`src/rtl/mmio_peripherals_pkg.sv`:
```
// Shared definitions for the MMIO peripheral block.
// Holds:
//   - MMIO_BASE: default base of the 64-byte MMIO window
//   - MMIO_LED..MMIO_TSTAT: register byte offsets inside the window
//   - MEM_OP_*: load/store length codes, matching the memory-op decoder encoding
//   - mmio_state_e: bus response FSM states
//   - merge_store(): applies a byte/half/word store to an existing register value
package mmio_peripherals_pkg;

    localparam logic [31:0] MMIO_BASE   = 32'h0000_8000;

    localparam logic [5:0]  MMIO_LED    = 6'h00;
    localparam logic [5:0]  MMIO_PHOTO  = 6'h04;
    localparam logic [5:0]  MMIO_CHANGE = 6'h08;
    localparam logic [5:0]  MMIO_TIMER  = 6'h0C;
    localparam logic [5:0]  MMIO_CMP    = 6'h10;
    localparam logic [5:0]  MMIO_TSTAT  = 6'h14;

    localparam logic [2:0]  MEM_OP_BYTE = 3'b000;
    localparam logic [2:0]  MEM_OP_HALF = 3'b001;
    localparam logic [2:0]  MEM_OP_WORD = 3'b010;

    typedef enum logic {
        StIdle,
        StResp
    } mmio_state_e;

    // Byte/half stores touch only the low bits; any other code is a full-word store.
    function automatic logic [31:0] merge_store(input logic [31:0] old_val,
                                                input logic [31:0] new_val,
                                                input logic [2:0]  len);
        logic [31:0] res;
        case (len)
            MEM_OP_BYTE: res = {old_val[31:8], new_val[7:0]};
            MEM_OP_HALF: res = {old_val[31:16], new_val[15:0]};
            default:     res = new_val;
        endcase
        return res;
    endfunction

endpackage

```
`src/rtl/mmio_peripherals_input_debouncer.sv`:
```
// Synchroniser and debouncer for one asynchronous input bit.
// Configuration macro: MMIO_PHOTORES_DEBOUNCE_EN
//   defined   - value follows the synchronised input only after it has differed from value for
//               DEBOUNCE_CYCLES consecutive cycles; any agreement restarts the count.
//   undefined - value is the synchroniser output; no counter exists.
// Ports:
//   clock    in  CPU clock
//   reset_n  in  asynchronous active-low reset
//   raw      in  asynchronous input bit
//   value    out accepted (debounced) value
//   changed  out one-cycle pulse, high in the cycle before value toggles
module mmio_peripherals_input_debouncer #(
    parameter int unsigned DEBOUNCE_CYCLES = 16
) (
    input  logic clock,
    input  logic reset_n,
    input  logic raw,
    output logic value,
    output logic changed
);

    logic sync1_q, sync2_q;

    always_ff @(posedge clock or negedge reset_n) begin
        if (!reset_n) begin
            sync1_q <= 1'b0;
            sync2_q <= 1'b0;
        end else begin
            sync1_q <= raw;
            sync2_q <= sync1_q;
        end
    end

`ifdef MMIO_PHOTORES_DEBOUNCE_EN
    localparam int unsigned CntWidth = $clog2(DEBOUNCE_CYCLES + 1);

    logic [CntWidth-1:0] cnt_q, cnt_d;
    logic                value_q, value_d;

    always_comb begin
        cnt_d   = '0;
        value_d = value_q;
        changed = 1'b0;
        if (sync2_q != value_q) begin
            if (cnt_q == CntWidth'(DEBOUNCE_CYCLES - 1)) begin
                value_d = sync2_q;
                changed = 1'b1;
            end else begin
                cnt_d = cnt_q + CntWidth'(1);
            end
        end
    end

    always_ff @(posedge clock or negedge reset_n) begin
        if (!reset_n) begin
            cnt_q   <= '0;
            value_q <= 1'b0;
        end else begin
            cnt_q   <= cnt_d;
            value_q <= value_d;
        end
    end

    assign value = value_q;
`else
    localparam int unsigned unused_cycles = DEBOUNCE_CYCLES;

    // sync2_q takes sync1_q at the next edge, so a difference here flags an imminent edge.
    assign value   = sync2_q;
    assign changed = sync1_q ^ sync2_q;
`endif

endmodule

```
`src/rtl/mmio_peripherals.sv`:
```
// Memory-mapped peripheral slave behind the CPU MEM stage: LED register, debounced photoresistor
// port with sticky change flags, free-running timer with compare and sticky match flag.
// Configuration macro: MMIO_PHOTORES_DEBOUNCE_EN (see mmio_peripherals_input_debouncer).
// Ports:
//   clock, reset_n        CPU clock, asynchronous active-low reset
//   address, write_data   MEM-stage byte address and store data
//   mem_write, mem_read   store / load request (held until ready)
//   mem_op_length         byte/half/word length code (MEM_OP_*)
//   hit                   combinational: address falls inside the 64-byte window
//   read_data, ready      load data and one-cycle response strobe
//   photores              raw asynchronous photoresistor inputs
//   led                   active-low LED pins
module mmio_peripherals
    import mmio_peripherals_pkg::*;
#(
    parameter logic [31:0] BASE_ADDR       = MMIO_BASE,
    parameter int unsigned DEBOUNCE_CYCLES = 16,
    parameter int unsigned LED_WIDTH       = 5
) (
    input  logic                 clock,
    input  logic                 reset_n,
    input  logic [31:0]          address,
    input  logic [31:0]          write_data,
    input  logic                 mem_write,
    input  logic                 mem_read,
    input  logic [2:0]           mem_op_length,
    output logic                 hit,
    output logic [31:0]          read_data,
    output logic                 ready,
    input  logic [1:0]           photores,
    output logic [LED_WIDTH-1:0] led
);

    mmio_state_e          state_q, state_d;
    logic [LED_WIDTH-1:0] led_q, led_d;
    logic [31:0]          cmp_q, cmp_d;
    logic [31:0]          timer_q, timer_d;
    logic [1:0]           change_q, change_d;
    logic                 tstat_q, tstat_d;
    logic [31:0]          read_data_q, read_data_d;

    logic [1:0]  photo, photo_changed;
    logic        req, do_wr, do_rd;
    logic [5:0]  reg_off;
    logic [31:0] rd_val, old_val, store_val;
    logic [1:0]  change_clr;
    logic        tstat_clr;
    logic        unused_addr;

    assign unused_addr = ^address[1:0];
    assign hit         = (address[31:6] == BASE_ADDR[31:6]);

    for (genvar i = 0; i < 2; i++) begin : g_photo
        mmio_peripherals_input_debouncer #(
            .DEBOUNCE_CYCLES(DEBOUNCE_CYCLES)
        ) u_debouncer (
            .clock  (clock),
            .reset_n(reset_n),
            .raw    (photores[i]),
            .value  (photo[i]),
            .changed(photo_changed[i])
        );
    end

    always_comb begin
        req     = (mem_read | mem_write) & hit & (state_q == StIdle);
        // A combined read+write request is a write and returns 0.
        do_wr   = req & mem_write;
        do_rd   = req & ~mem_write;
        reg_off = {address[5:2], 2'b00};

        rd_val = '0;
        case (reg_off)
            MMIO_LED:    rd_val = 32'(led_q);
            MMIO_PHOTO:  rd_val = {30'b0, photo};
            MMIO_CHANGE: rd_val = {30'b0, change_q};
            MMIO_TIMER:  rd_val = timer_q;
            MMIO_CMP:    rd_val = cmp_q;
            MMIO_TSTAT:  rd_val = {31'b0, tstat_q};
            default:     rd_val = '0;
        endcase

        old_val   = (reg_off == MMIO_CMP) ? cmp_q : 32'(led_q);
        store_val = merge_store(old_val, write_data, mem_op_length);

        led_d = led_q;
        cmp_d = cmp_q;
        if (do_wr && reg_off == MMIO_LED) led_d = store_val[LED_WIDTH-1:0];
        if (do_wr && reg_off == MMIO_CMP) cmp_d = store_val;

        // Sticky flags: a set in the same cycle as a clear wins.
        change_clr = (do_wr && reg_off == MMIO_CHANGE) ? write_data[1:0] : 2'b00;
        change_d   = (change_q & ~change_clr) | photo_changed;
        tstat_clr  = do_wr && (reg_off == MMIO_TSTAT) && write_data[0];
        tstat_d    = (tstat_q & ~tstat_clr) | (timer_q == cmp_q);

        timer_d = timer_q + 32'd1;

        state_d     = state_q;
        read_data_d = read_data_q;
        ready       = 1'b0;
        unique case (state_q)
            StIdle: begin
                if (req) begin
                    state_d     = StResp;
                    read_data_d = do_rd ? rd_val : 32'd0;
                end
            end
            StResp: begin
                ready   = 1'b1;
                state_d = StIdle;
            end
            default: state_d = StIdle;
        endcase
    end

    always_ff @(posedge clock or negedge reset_n) begin
        if (!reset_n) begin
            state_q     <= StIdle;
            led_q       <= '0;
            cmp_q       <= '0;
            timer_q     <= '0;
            change_q    <= '0;
            tstat_q     <= 1'b0;
            read_data_q <= '0;
        end else begin
            state_q     <= state_d;
            led_q       <= led_d;
            cmp_q       <= cmp_d;
            timer_q     <= timer_d;
            change_q    <= change_d;
            tstat_q     <= tstat_d;
            read_data_q <= read_data_d;
        end
    end

    assign read_data = read_data_q;
    assign led       = ~led_q;

endmodule

```
`config.mk`:
```
export PLATFORM = sky130hd
export DESIGN_NAME = mmio_peripherals
export DESIGN_NICKNAME = d
export VERILOG_FILES = /design/src/rtl/mmio_peripherals_pkg.sv /design/src/rtl/mmio_peripherals_input_debouncer.sv /design/src/rtl/mmio_peripherals.sv
export SDC_FILE = /design/constraint.sdc
export NUM_CORES = 1
export LEC_CHECK = 0
export CAP_MARGIN = 20
export CORE_MARGIN = 5
export CORE_UTILIZATION = 35
export DETAILED_ROUTE_END_ITERATION = 10
export PLACE_DENSITY = 0.6
export SLEW_MARGIN = 20
export SYNTH_ARGS = -nofsm -noshare
export SYNTH_HDL_FRONTEND = slang
export SYNTH_SLANG_ARGS = --single-unit
```
`constraint.sdc`:
```
create_clock -name clock -period 2 [get_ports clock]
set_input_delay 0.4 -clock clock [delete_from_list [all_inputs] [get_ports clock]]
set_output_delay 0.4 -clock clock [all_outputs]
set_load 0.02 [all_outputs]
```
Yosys cells after proc, flatten, opt, wreduce, memory -nomap -nowiden:

Cells that the tools add are included.

* register bits after elaboration: 109
* memories kept: 0
* output and inout port bits: 39
* latch bits: 0
* memory bits (read-only): 0
* bits in writable memories: 0
* word-level logic and storage cells: 55

* add/sub/neg operators: 1
* equality and inequality tests: 9
* multipliers: 0
* reductions and logical operators: 9
* bitwise logic cells: 16
* divide/modulo/power cells: 0
* $lt $le $gt $ge: 0
* mux-type cells: 8
* shift-type cells: 0

Operator list (count)
* 32-bit case mux with 6 select lines: 1
* 32-bit two-way mux: 2
* 32-bit case mux with 2 select lines: 1
* 32-bit by 1-bit adder with 32-bit output (second input constant): 1
* 32-bit == test: 1
* 26-bit by 10-bit == test with 1-bit output (second input constant): 1
* 4-bit by 2-bit == test with 1-bit output (second input constant): 2
* 4-bit by 3-bit == test with 1-bit output (second input constant): 2
* 1-bit bitwise AND: 5
* 1-bit logical AND: 5
* 5-bit NOT: 1
* 4-bit by 1-bit == test with 1-bit output (second input constant): 1
* 4-bit zero test: 1
* 2-bit AND reduction: 2
* 3-bit by 1-bit == test with 1-bit output (second input constant): 1
* 3-bit zero test: 1
* 1-bit NOT: 3
* 2-bit bitwise AND: 1
* 1-bit two-way mux: 2
* 2-bit two-way mux: 1
* 2-bit inequality test (second input constant): 1
* 2-bit NOT: 1
* 1-bit bitwise OR: 2
* 2-bit bitwise OR: 1
* other kinds (2): 3

Depth between registers and ports, before layout:

* depth after elaboration: 9
* gate-level depth with buffers: 7

Cells and area by module:

A second synthesis with hierarchy kept.

* cells, all modules: 417
* area total of the unflattened synthesis: 5275.1 µm²

Modules (own cells, without submodules)
* mmio_peripherals: instances 1, area an instance 5157.4 µm², cells each 411
* mmio_peripherals_input_debouncer: instances 2, area an instance 58.8 µm², cells each 3

Worst setup path before layout:

Ideal clock, no wire load.

* path type: input-to-reg
* from: input port address[2]
* to: register cmp_q[16]
* setup time: 0.128 ns
* stages on the path: 6
* data arrival time: 1.891 ns
* required time: 1.872 ns
* path buffers: 2
* slack: -0.019 ns
* path through: buf_2 > nor4b_4 > o21ai_1 > nor3_4 > buf_4 > mux2_1

* longest elaborated chain between the ends: 3
* elaborated cells on any way between the ends: 4
* classes of those cells: eq/ne (1); mux (2); reduce/logical (1)

RTL lines
* start: declaration: RTL line mmio_peripherals.sv:22 `input logic [31:0] address,`
* 4-bit by 3-bit == test with 1-bit output (*): RTL line mmio_peripherals.sv:83, mmio_peripherals.sv:89
* 32-bit two-way mux: RTL line mmio_peripherals.sv:83 `old_val = (reg_off == MMIO_CMP) ? cmp_q : 32'(led_q);`
* 32-bit case mux with 2 select lines: RTL line mmio_peripherals_pkg.sv:33 `case (len)`
* end signal: assignment: RTL line mmio_peripherals.sv:129 `cmp_q <= cmp_d;`
* end: declaration: RTL line mmio_peripherals.sv:36 `logic [31:0] cmp_q, cmp_d;`

Mark *: on every way between the ends. The rest lies on a longest branch, timed or not. The select of a mux whose other input is x is not followed.
A chain may end at the register's enable or synchronous reset.

Worst setup path after layout:

* from: input port address[10]
* to: register read_data_q[15] (netlist: read_data[15])

* longest elaborated chain between the ends: 5
* elaborated cells on any way between the ends: 6
* classes of those cells: eq/ne (1); mux (1); bitwise (3); reduce/logical (1)

RTL lines
* 26-bit by 10-bit == test with 1-bit output (*): RTL line mmio_peripherals.sv:51 `assign hit = (address[31:6] == BASE_ADDR[31:6]);`
* 1-bit bitwise AND (*) (2 in a row): RTL line mmio_peripherals.sv:66 `req = (mem_read | mem_write) & hit & (state_q == StIdle);`
* 1-bit bitwise AND: RTL line mmio_peripherals.sv:69 `do_rd = req & ~mem_write;`
* 32-bit two-way mux: RTL line mmio_peripherals.sv:106 `read_data_d = do_rd ? rd_val : 32'd0;`
* end signal: assignment: RTL line mmio_peripherals.sv:133 `read_data_q <= read_data_d;`
* end: declaration: RTL line mmio_peripherals.sv:40 `logic [31:0] read_data_q, read_data_d;`

Mark *: on every way between the ends. The rest lies on a longest branch, timed or not.

==> summary.txt <==
Run status
  • Status: completed

Worst setup path
  • R2R Setup Slk: 240 ps
  • WP data required: 2230 ps
  • Reg2reg start: state_q$_DFF_PN0_
  • Critical Path Sink Type: register
  • Critical Path Start Type: input pin
  • Critical path class: input pin to register
  • CP max FO: 8
  • WP data arrival: 2180 ps
  • End of the worst register-to-register path: cmp_q[16]$_DFFE_PN0P_
  • Cell count of the worst reg-to-reg path: 6

Floorplanning
  • Die area: 17,800 sq um
  • # IOs: 112
  • Rows: 45
  • Width of the die: 133 um
  • Core ar.: 15,000 sq um
  • Initial Util: 0.354
  • DIE HEIGHT: 133 um

STA
  • Final Worst Setup Slack: 55.4 ps
  • Worst slew pin tran: 621 ps
  • Hold Vio Cnt, Final: 0
  • RSZ-0062 raised after global routing: false
  • Max Freq: 0.514 GHz
  • Final Slew Violations: 0
  • Final setup viols: 0
  • Max Clock Skew: 11.6 ps
  • Final worst path period need: 1940 ps
  • Final Cycle Share: 0.972
  • Worst slew margin: 0.586
  • Setup TNS: 0 ps

Power and ir drop
  • Reg power frac: 0.514
  • Power Internal: 3.36 mW
  • Pwr/cell area: 581 nW/um^2
  • Pwr Total: 4.30 mW
  • P_leak: 3.30 nW
  • Switch share: 0.219
  • Maximum VDD drop: 0.456 mV
  • Psw: 940 uW
  • Logic pwr share: 0.061
  • Clk pwr share: 0.425

Synthesis
  • Top post-synthesis cells by count: 109 x dfrtp_1, 38 x xor2_1, 27 x a22oi_1, 27 x mux2_2, 26 x xnor2_1
  • Seq/Total Area, Yosys: 0.512
  • Main area contributors after synthesis: dfrtp_1 51%, xor2_1 6.3%, mux2_2 5.7%
  • Cells after Synth: 421
  • Mapped Area: 5320 sq um
  • Yosys reg bits: 109
  • Most frequent cell after synthesis: dfrtp_1
  • Synth top area share: 0.512
  • Synth unique cells: 50
  • Post-synthesis async set-or-reset flop share: 1.00
  • Primary FF master, synth: dfrtp_1
  • Syn nets: 495
  • Syn_area_per_cell: 12.6 sq um
  • Yosys top cell by area: dfrtp_1
  • Synth warnings: 0
  • EDFF count, synth: 0

GRT
  • M1 GR Usage: 0.230
  • First-pass GRT wire length: 23.3 mm
  • Largest net degree at the start of global routing: 110
  • Vias in the first global route: 4,123
  • Initial antenna violation count: 0
  • Met3 Resource Use GR: 0.0363
  • GRT Overall Usage: 0.169
  • Most Crowded Layer GR: met2
  • Grt met2 use: 0.271
  • GRT Residual Overflow: 0

Route
  • Post-route ant nets: 0
  • DR vias/cell: 5.26
  • Via count: 3,934
  • DR pass1 iterations: 5
  • Routed wire length per instance: 19.4 um
  • Initial DRC count: 302
  • Routed WL: 14.5 mm
  • Drt drc: 0

Clock tree
  • Hold Buf Count CTS: 0
  • Clock latency on the worst-skew pair: 350 ps
  • Longest Clk Path Bufs: 2
  • Clock sinks: 109
  • Root Buffer: clkbuf_16
  • Total CTS buffers: 9
  • CTS tree: yes
  • Clock slew at reported path FFs: 70 ps
  • H-tree Lvls: 3

Finish
  • Layout Nets: 629
  • Fillers: 1,321
  • Area Overhead vs Synth: 39.0%
  • Diodes inserted: 0
  • Share of cells above drive strength 1: 0.243

Place
  • Port Buf Inserts: 109
  • Post-Place Worst Slack: -510 ps
  • Hpwl dp: 9.77 mm
  • Gpl congestion: 0.803

Job
  • Number of max-cap violations: 0

Worst hold path
  • Hold Path Class: input pin to asynchronous set/reset pin
[how the worst max path moves through the flow]
stage | startpoint | endpoint | cells after the start
final | address[10] | read_data[15]$_DFFE_PN0P_ | 7
after global routing | address[25] | read_data[4]$_DFFE_PN0P_ | 7
after CTS | address[3] | cmp_q[16]$_DFFE_PN0P_ | 8
after detailed placement | address[13] | read_data[6]$_DFFE_PN0P_ | 7
after global placement | address[7] | cmp_q[1]$_DFFE_PN0P_ | 7
after floorplan | address[3] | cmp_q[16]$_DFFE_PN0P_ | 6
[registers in the layout (all words and copies together), names as in the netlist]
register                     count
change_q                         2
cmp_q                           32
g_photo.u_debouncer.sync1_q      2
g_photo.u_debouncer.value        2
led_q                            5
read_data                       32
state_q                          1
timer_q                         32
tstat_q                          1
[final cells by class]
cell class | instances | area [sq um] | share of cell area
repair buffers | 152 | 1590 | 0.214
clock buffers | 11 | 243 | 0.0328
inverters | 7 | 26.3 | 0.00355
multi-input cells | 276 | 2520 | 0.341
well taps | 188 | 235 | 0.0318
clock inverters | 5 | 60.1 | 0.00811
flip-flops and latches | 109 | 2730 | 0.369
[layer usage]
layer  part of all wire  vias to the layer above  routed length (um)
met1               0.45                     1995                6510
met3              0.034                       15                 489
li1                   -                     1832                   -
met4              0.017                        0                 251
met5                  0                        -                   0
met2               0.50                       92                7250
[power by group through the flow]
stage | combinational [mW] | sequential, mW | clock [mW]
6_report | 0.262 | 2.21 | 1.83
5_1_grt | 0.287 | 2.21 | 1.97
4_1_cts | 0.265 | 2.21 | 1.87
3_5_place_dp | 0.274 | 2.25 | 0
3_3_place_gp | 0.271 | 2.25 | 0
2_1_floorplan | 0.0493 | 2.25 | 0
[repair_timing]
action                     CTS  global route
setup endpoints to repair   71            55
buffers inserted            10             0
resized for setup           58            16
pin swaps                   13             9
cloned                       6             0
[cells in the final DEF, fill, tap and decap left out, types with 7 or more instances in the layout]
cell / Yosys / routed
xor2_1: 38 / 38
clkdlybuf4s15_1: 0 / 8
nor4_1: 12 / 9
a22oi_1: 27 / 27
clkdlybuf4s50_1: 0 / 80
o2bb2ai_2: 10 / 19
mux2_4: 0 / 8
xnor2_1: 26 / 26
o2bb2ai_1: 22 / 13
buf_4: 1 / 28
inv_1: 7 / 7
dfrtp_1: 109 / 109
dlygate4sd2_1: 0 / 16
nand2_1: 13 / 13
clkbuf_16: 0 / 9
mux2_2: 27 / 26
nand4_1: 12 / 12
nand3_1: 17 / 17
[critical path, stage by stage]
cell and delay (ps):
dlygate4sd2_1 240, nor4_2 200, nand4_1 180, buf_4 180, or4_4 640, buf_16 210
o2bb2ai_2 110
[kinds of logic after synthesis]
kind of cell	after synthesis	share of synthesized area
and+or+nand+nor	97	0.134
DFF	109	0.512
buffers and inverters	36	0.0383
AOI/OAI and AO/OA	74	0.124
muxes	40	0.0839
xor gates and xnor gates	64	0.105
adders and majority gates	1	0.00235
[metrics by stage]
step / hold WS [ps] / std cells / instance area (sq um) / utilization
CTS: 153 / 749 / 7370 / 0.490
global route: 176 / 748 / 7400 / 0.492
finish: 74.7 / 748 / 7400 / 0.492
global placement: 387 / 717 / 6750 / 0.449
floorplan: 104 / 421 / 5330 / -
detailed placement: 388 / 717 / 6750 / 0.449
Power figures use the tool's default switching activity.
